### src/rtl/sync_fifo_rv_if.sv
// Handshake bundle for sync_fifo_rv: valid-only write stream, ready/valid
// read side, fill level and overflow status.
interface sync_fifo_rv_if #(
   parameter int WIDTH      = 2,
   parameter int DEPTH_LOG2 = 4
);
   logic [WIDTH-1:0]    DIN;
   logic                DIN_DV;
   logic [WIDTH-1:0]    DOUT;
   logic                DOUT_DV;
   logic                DOUT_RDY;
   logic [DEPTH_LOG2:0] COUNT;
   logic                FULL;
   logic                EMPTY;
   logic                OVERFLOW;
   logic                OVF_CLR;
   logic [7:0]          DROP_CNT;

   // Producer/consumer side.
   modport master (
      output DIN, DIN_DV, DOUT_RDY, OVF_CLR,
      input  DOUT, DOUT_DV, COUNT, FULL, EMPTY, OVERFLOW, DROP_CNT
   );

   // FIFO side.
   modport slave (
      input  DIN, DIN_DV, DOUT_RDY, OVF_CLR,
      output DOUT, DOUT_DV, COUNT, FULL, EMPTY, OVERFLOW, DROP_CNT
   );
endinterface

### src/rtl/sync_fifo_rv.sv
// Single-clock first-word-fall-through FIFO: valid-only input stream,
// ready/valid output, fill level, sticky overflow and saturating drop count.
module sync_fifo_rv #(
   parameter int WIDTH      = 2,
   parameter int DEPTH_LOG2 = 4
) (
   input  logic          CLK,
   input  logic          RST,
   sync_fifo_rv_if.slave bus
);
   localparam int                    DEPTH    = 1 << DEPTH_LOG2;
   localparam logic [DEPTH_LOG2:0]   CNT_ONE  = (DEPTH_LOG2+1)'(1);
   localparam logic [DEPTH_LOG2:0]   CNT_FULL = (DEPTH_LOG2+1)'(DEPTH);
   localparam logic [DEPTH_LOG2-1:0] PTR_ONE  = DEPTH_LOG2'(1);
   localparam logic [7:0]            DROP_ONE = 8'h01;
   localparam logic [7:0]            DROP_MAX = 8'hFF;

   logic [WIDTH-1:0]      mem_reg [DEPTH];
   logic [DEPTH_LOG2-1:0] wp_reg;
   logic [DEPTH_LOG2-1:0] rp_reg;
   logic [DEPTH_LOG2:0]   count_reg;
   logic [DEPTH_LOG2:0]   count_next;
   logic                  overflow_reg;
   logic                  overflow_next;
   logic [7:0]            drop_cnt_reg;
   logic [7:0]            drop_cnt_next;

   logic full;
   logic empty;
   logic push;
   logic pop;
   logic drop;

   assign full  = (count_reg == CNT_FULL);
   assign empty = (count_reg == '0);
   assign pop   = !empty && bus.DOUT_RDY;
   // A pop in the same cycle frees the slot, so a full FIFO still accepts.
   assign push  = bus.DIN_DV && (!full || pop);
   assign drop  = bus.DIN_DV && full && !pop;

   always_comb begin
      count_next = count_reg;
      if (push && !pop) begin
         count_next = count_reg + CNT_ONE;
      end else if (pop && !push) begin
         count_next = count_reg - CNT_ONE;
      end
   end

   // A drop coinciding with a clear restarts the count at one.
   always_comb begin
      overflow_next = overflow_reg;
      drop_cnt_next = drop_cnt_reg;
      if (drop) begin
         overflow_next = 1'b1;
         if (bus.OVF_CLR) begin
            drop_cnt_next = DROP_ONE;
         end else if (drop_cnt_reg != DROP_MAX) begin
            drop_cnt_next = drop_cnt_reg + DROP_ONE;
         end
      end else if (bus.OVF_CLR) begin
         overflow_next = 1'b0;
         drop_cnt_next = '0;
      end
   end

   always_ff @(posedge CLK) begin
      if (RST) begin
         wp_reg       <= '0;
         rp_reg       <= '0;
         count_reg    <= '0;
         overflow_reg <= 1'b0;
         drop_cnt_reg <= '0;
      end else begin
         if (push) begin
            wp_reg <= wp_reg + PTR_ONE;
         end
         if (pop) begin
            rp_reg <= rp_reg + PTR_ONE;
         end
         count_reg    <= count_next;
         overflow_reg <= overflow_next;
         drop_cnt_reg <= drop_cnt_next;
      end
   end

   // Storage is left uninitialised by reset; only the pointers are cleared.
   always_ff @(posedge CLK) begin
      if (push && !RST) begin
         mem_reg[wp_reg] <= bus.DIN;
      end
   end

   assign bus.DOUT     = empty ? '0 : mem_reg[rp_reg];
   assign bus.DOUT_DV  = !empty;
   assign bus.COUNT    = count_reg;
   assign bus.FULL     = full;
   assign bus.EMPTY    = empty;
   assign bus.OVERFLOW = overflow_reg;
   assign bus.DROP_CNT = drop_cnt_reg;
endmodule
### src/flat_wrapper.sv
// flat-port wrapper written by rule: the top's interface ports become plain ports
module sync_fifo_rv_flat 
#(
   parameter int WIDTH      = 2,
   parameter int DEPTH_LOG2 = 4
)
  (CLK, RST, bus_DIN, bus_DIN_DV, bus_DOUT_RDY, bus_OVF_CLR, bus_DOUT, bus_DOUT_DV, bus_COUNT, bus_FULL, bus_EMPTY, bus_OVERFLOW, bus_DROP_CNT);
  sync_fifo_rv_if #(.WIDTH(WIDTH), .DEPTH_LOG2(DEPTH_LOG2)) bus_i ();
  input  logic CLK;
  input  logic RST;
  input wire logic [$bits(bus_i.DIN)-1:0] bus_DIN;
  input wire logic [$bits(bus_i.DIN_DV)-1:0] bus_DIN_DV;
  input wire logic [$bits(bus_i.DOUT_RDY)-1:0] bus_DOUT_RDY;
  input wire logic [$bits(bus_i.OVF_CLR)-1:0] bus_OVF_CLR;
  output wire logic [$bits(bus_i.DOUT)-1:0] bus_DOUT;
  output wire logic [$bits(bus_i.DOUT_DV)-1:0] bus_DOUT_DV;
  output wire logic [$bits(bus_i.COUNT)-1:0] bus_COUNT;
  output wire logic [$bits(bus_i.FULL)-1:0] bus_FULL;
  output wire logic [$bits(bus_i.EMPTY)-1:0] bus_EMPTY;
  output wire logic [$bits(bus_i.OVERFLOW)-1:0] bus_OVERFLOW;
  output wire logic [$bits(bus_i.DROP_CNT)-1:0] bus_DROP_CNT;
  assign bus_i.DIN = bus_DIN;
  assign bus_i.DIN_DV = bus_DIN_DV;
  assign bus_i.DOUT_RDY = bus_DOUT_RDY;
  assign bus_i.OVF_CLR = bus_OVF_CLR;
  assign bus_DOUT = bus_i.DOUT;
  assign bus_DOUT_DV = bus_i.DOUT_DV;
  assign bus_COUNT = bus_i.COUNT;
  assign bus_FULL = bus_i.FULL;
  assign bus_EMPTY = bus_i.EMPTY;
  assign bus_OVERFLOW = bus_i.OVERFLOW;
  assign bus_DROP_CNT = bus_i.DROP_CNT;
  sync_fifo_rv #(.WIDTH(WIDTH), .DEPTH_LOG2(DEPTH_LOG2)) u_core (.CLK(CLK), .RST(RST), .bus(bus_i));
endmodule
### config.mk
export PLATFORM = sky130hd
export DESIGN_NAME = sync_fifo_rv_flat
export DESIGN_NICKNAME = d
export VERILOG_FILES = /design/src/rtl/sync_fifo_rv_if.sv /design/src/rtl/sync_fifo_rv.sv /design/src/flat_wrapper.sv
export SDC_FILE = /design/constraint.sdc
export NUM_CORES = 1
export LEC_CHECK = 0
export ABC_AREA = 1
export BUFFER_PORTS_ARGS = -buffer_cell sky130_fd_sc_hd__buf_4
export CORE_MARGIN = 10
export CORE_UTILIZATION = 45
export DETAILED_ROUTE_END_ITERATION = 16
export PLACE_DENSITY = 0.64
export SYNTH_ARGS = -nofsm -noshare
export SYNTH_HDL_FRONTEND = slang
export SYNTH_SLANG_ARGS = --single-unit
### constraint.sdc
create_clock -name CLK -period 2.3 [get_ports CLK]
set_clock_uncertainty 0.1 [all_clocks]
set_input_delay 0.115 -clock CLK [delete_from_list [all_inputs] [get_ports CLK]]
set_output_delay 0.115 -clock CLK [all_outputs]
set_load 0.1 [all_outputs]
# Yosys cells after proc, flatten, opt, wreduce, memory -nomap -nowiden
# Memory sizes are Yosys's and may differ from the RTL's. A register that Yosys moved wholly into a read port is not among the register bits.
# Index checks and enable logic that the tools add are counted.
[word_totals] inputBits=7 reg_bits=22 output_inout_bits=19 ramBits=32 memories=1 wordCells=44
[op_classes] addsub=5 mux=13 n_eq_ne=2 reduce_logical=18
[memory_table] name="u_core.mem_reg" depth=16 word_bits=2 rd=1 rd_clocked_by_memory_dff=1 wr=1 line="sync_fifo_rv.sv:18" text="logic [WIDTH-1:0] mem_reg [DEPTH];"
[ops] op="two-way mux 8 bit" n=4
[ops] op="two-way mux 5 bit" n=2
[ops] op="adder 4 x 1 -> 4 bit, second input constant" n=2
[ops] op="adder 8 x 1 -> 8 bit, second input constant" n=1
[ops] op="two-way mux 4 bit" n=2
[ops] op="inequality test 8 bit, second input constant" n=1
[ops] op="logical AND 1 bit" n=7
[ops] op="nonzero test 2 bit" n=3
[ops] op="adder 5 x 1 -> 5 bit, second input constant" n=1
[ops] op="== test 5 bit, second input constant" n=1
[ops] op="zero test 1 bit" n=5
[ops] op="zero test 5 bit" n=1
[ops] op="subtractor 5 x 1 -> 5 bit, second input constant" n=1
[ops] op="two-way mux 1 bit" n=4
[ops] op="two-way mux 2 bit" n=1
[ops] op="AND reduction 2 bit" n=1
[ops] op="logical OR 1 bit" n=1

# Depth between registers and ports, before layout
[logic_depth] ltp_word=9 mapped_depth=14 depth_no_buf=14

# Worst setup path before layout
# Ideal clock, no wire load.
[synth_timing] kind="register to output" from="register u_core.count_reg[1] (netlist: u_core.bus.COUNT[1])" to="output bus_DOUT[0]" t_required_ps=2085 path_buffers=0 slack_ps=-1850 stages_incl_launch_ff=5 t_arrival_ps=3935 path_cell_list="dfxtp_1 > nor2_1 > nand3_2 > inv_1 > a21oi_1"
[synth_via] elab_chain_len=2
[synth_lines] item="from (decl)" line="sync_fifo_rv.sv:21" text="logic [DEPTH_LOG2:0] count_reg;"
[synth_lines] item="from (signal assigned)" line="sync_fifo_rv.sv:81" text="count_reg <= count_next;"
[synth_lines] item="zero test 5 bit" line="sync_fifo_rv.sv:35" text="assign empty = (count_reg == '0);"
[synth_lines] item="named net bus_EMPTY" line="flat_wrapper.sv:19" text="output wire logic [$bits(bus_i.EMPTY)-1:0] bus_EMPTY;"
[synth_lines] item="two-way mux 2 bit" line="sync_fifo_rv.sv:94" text="assign bus.DOUT = empty ? '0 : mem_reg[rp_reg];"
[synth_lines] item="to (decl)" line="flat_wrapper.sv:15" text="output wire logic [$bits(bus_i.DOUT)-1:0] bus_DOUT;"
# The timed path passes the listed nets, and every way through them passes these cells.

# Worst setup path in the final report
[layout_timing] from="register u_core.count_reg[0] (netlist: u_core.bus.COUNT[0])" to="register u_core.count_reg[4] (netlist: u_core.bus.COUNT[4])"
[layout_via] elab_chain_len=8 word_cells_on_any_way=16 cone_classes="add/sub (2); eq/ne (1); mux (2); reduce/logical (11)"
[layout_lines] item="branches (longest 8 deep; another with subtractor 5 x 1 -> 5 bit)"
# Parallel ways; which one is timed is not known. The select of a mux whose other input is x is not followed.
# A chain may end at the register's enable or synchronous reset.

==> reports/qor.csv <==
metric,value,unit
Antenna Nets Post-Route,0,
Final Wtd Congestion,0.840,
Worst Setup End Kind,flip-flop,
share of cells above drive strength 1,0.223,
post-route non-filler standard cell count,444,
max reg flops,32,
DP Wirelength,4.26,mm
outcome,"finished, final reports clean",
post-DR wirelength/cell,13.2,um
clk slew on worst S/H paths,0.07,ns
"EDFF count, synth",32,
Worst Tran Pin Value,0.333,ns
Mapped Avg Cell Area,8.81,um^2
CP arrival,2.28,ns
combinational group share of total power,0.430,
Tightest Hold Check Type,input pin to flip-flop,
routed vias/inst,5.01,
number of synthesized register bits,58,
All-Layer GR Usage,0.121,
slowest CP cell,dfxtp_4,
Ant. Diodes,0,
YS warnings,0,
syn_nets,344,
drt initial violations,74,
Clock Tree Root,clkbuf_8,
CP required,2.45,ns
initial antenna violation count,0,
Final Slew Violations,0,
die width,99.9,um
Net Switching,1.88,mW
Skew-Pair Late Insertion Delay,0.32,ns
CP bufs+invs,2,
crit-path cells,nor2_4 > nand4_4 > nand2_4 > inv_2 > ha_1 > inv_1 > ha_1 > nand2_1 > a21oi_1 > nor2_1 > nand2_1 > nand2_1 > nand2_1 > a21oi_1,
flip-flop and latch area,1500,um^2
# rows,29,
top_reg_cell synth,edfxtp_1,
Power Density,1210,nW/um^2
fillcell total,582,
final setup vio count,0,
"delay-heaviest family, CP",simple AND/OR/NAND/NOR gates,
CP peak stage delay,0.38,ns
R2R setup slack,0.17,ns
Rel. slew slack,0.777,
synth-to-layout area growth,20.4,%
combinational family with the most area after synthesis,simple AND/OR/NAND/NOR gates,
core box area,6280,um^2
total gr overflow,0,
final core utilization,0.551,
# H-tree levels,3,
minimum clock period,2.13,ns
Sum Neg Setup Slack,0,ns
CTS tree,built,
RSZ-0062 raised after global routing,false,
Residual DRC,0,
Simple-Gate Fraction of Synth Area,0.311,
area of the mapped netlist,2870,um^2
cell mode on critical path,nand2_1,
cell internal pwr,2.30,mW
sw frac,0.450,
Multi-input gate area,1280,um^2
Synth Instances,326,
post-synthesis sequential area ratio,0.516,
mux share of post-synthesis cell area,0,
PortBufs,25,
clock sink count,58,
adder-cell share of the synthesized area,0.0505,
PnR Total Power,4.18,mW
total iterations of the first detailed-routing run,4,
fin nets,380,
CP Class,flip-flop to flip-flop,
io pins,26,
part of the cycle the worst path needs,0.927,
vias in the first global route,2196,
CP Max Fanout,7,
Max Cap Violations,0,
Netlist cell types,33,
sequential share of power,0.324,
initial core utilization,0.458,
die area,9980,um^2
post-synthesis xor/xnor area fraction,0.00915,
cts bufs inserted,9,
highest clock rate,469,MHz
final wirelength,5.85,mm
maximum root-to-sink buffer count,2,
first-pass GRT wire length,9.90,mm
complex-gate fraction of the synthesized area,0.0592,
post-synthesis async set-or-reset flop share,0,
Leak,1.36,nW
pin count of the biggest net entering global routing,17,
peak supply drop,1320,uV
Die H,99.9,um
via count of the routed design,2223,
Final Hold Vio Count,0,
Clk pwr share,0.246,
crit start category,flip-flop,
Cells after DPL,424,
## cell families after synthesis
family | count (synthesis)
and+or+nand+nor | 183
DFF | 58
buffers and inverters | 38
AOI/OAI and AO/OA | 33
adders and majority gates | 11
xor gates and xnor gates | 3
## cells in the mapped netlist, types with 2 or more instances
cell type | count | area (um^2)
a21oi_1 | 20 | 100
buf_2 | 2 | 10.0
clkinv_1 | 2 | 7.51
dfxtp_1 | 26 | 521
edfxtp_1 | 32 | 961
ha_1 | 10 | 125
inv_1 | 24 | 90.1
inv_2 | 6 | 22.5
nand2_1 | 78 | 293
nand2_2 | 6 | 37.5
nand3_1 | 40 | 200
nand3_2 | 3 | 30.0
nor2_1 | 37 | 139
nor2_2 | 2 | 12.5
nor2_4 | 5 | 56.3
nor3_2 | 4 | 40.0
nor3b_1 | 2 | 15.0
o21ai_0 | 5 | 25.0
o21ai_1 | 6 | 30.0
o21bai_1 | 2 | 15.0
xnor2_1 | 2 | 17.5
## cells in the final DEF, fill, tap and decap left out, types with 3 or more instances in the layout
cell,n
nor3_2,4
ha_1,10
buf_4,28
inv_1,23
dfxtp_1,21
nand3_1,40
o21ai_1,6
nor2_1,36
a21oi_1,18
inv_2,5
nand2_2,6
dfxtp_4,5
o21ai_0,5
nor2_4,8
clkinv_2,3
nand2_1,78
clkbuf_8,10
edfxtp_1,32
## final cells by class
class,instances,area share
inverters,33,0.0380
well taps,77,0.0279
clock buffers,11,0.0409
multi-input cells,230,0.370
flip-flops and latches,58,0.434
clock inverters,5,0.0224
repair buffers,30,0.0666
## worst paths after layout
path | startpoint | to | depth (start not counted)
max reg2reg | u_core.bus.COUNT[0]$_SDFFE_PP0P_ | u_core.bus.COUNT[4]$_SDFFE_PP0P_ | 14
min | bus_DIN[1] | u_core.mem_reg[11][1]$_DFFE_PP_ | 1
max | u_core.bus.COUNT[0]$_SDFFE_PP0P_ | u_core.bus.COUNT[4]$_SDFFE_PP0P_ | 14
min reg2reg | u_core.bus.OVERFLOW$_SDFFE_PP0P_ | u_core.bus.OVERFLOW$_SDFFE_PP0P_ | 2
## repair_timing
action                                 CTS  global route
buffers inserted                         0             2
gates resized for setup                  0             1
endpoints found under the hold margin    8             0
hold buffers                             2             0
setup endpoints to repair                0             2
## worst reg2reg max path, cell delays in order, from the launching register on
cell,delay [ns]
dfxtp_4,0.38
nor2_4,0.15
nand4_4,0.12
nand2_4,0.13
inv_2,0.05
ha_1,0.19
inv_1,0.13
ha_1,0.29
nand2_1,0.08
a21oi_1,0.07
nor2_1,0.08
nand2_1,0.05
nand2_1,0.06
nand2_1,0.05
a21oi_1,0.11
## metal layers
metal / vias to the layer above / share of wire / track usage
li1: 1151 / - / -
met1: 1025 / 0.45 / 0.145
met2: 39 / 0.49 / 0.196
met3: 8 / 0.055 / 0.0343
met4: 0 / 0.013 / 0.0562
met5: - / 0 / 0
## power groups by stage
stage	Sequential [mW]	Clock [mW]	Combinational [mW]
after floorplan	1.62	0	1.20
after global placement	1.37	0	1.78
after detailed placement	1.37	0	1.79
after CTS	1.35	1.05	1.80
after global routing	1.37	1.09	1.94
final	1.36	1.03	1.80
## metrics by stage
| step | hold slack (ns) | area, um^2 | setup WS (ns) |
|---|---|---|---|
| 2_1_floorplan | 0.114 | 2940 | -0.179 |
| 3_3_place_gp | 0.323 | 3200 | 0.152 |
| 3_5_place_dp | 0.329 | 3200 | 0.112 |
| 4_1_cts | 0.00137 | 3440 | 0.0939 |
| 5_1_grt | 0.0192 | 3460 | 0.00518 |
| 6_report | 0.00720 | 3460 | 0.167 |
Note: power is estimated with default switching activity, not from simulation.
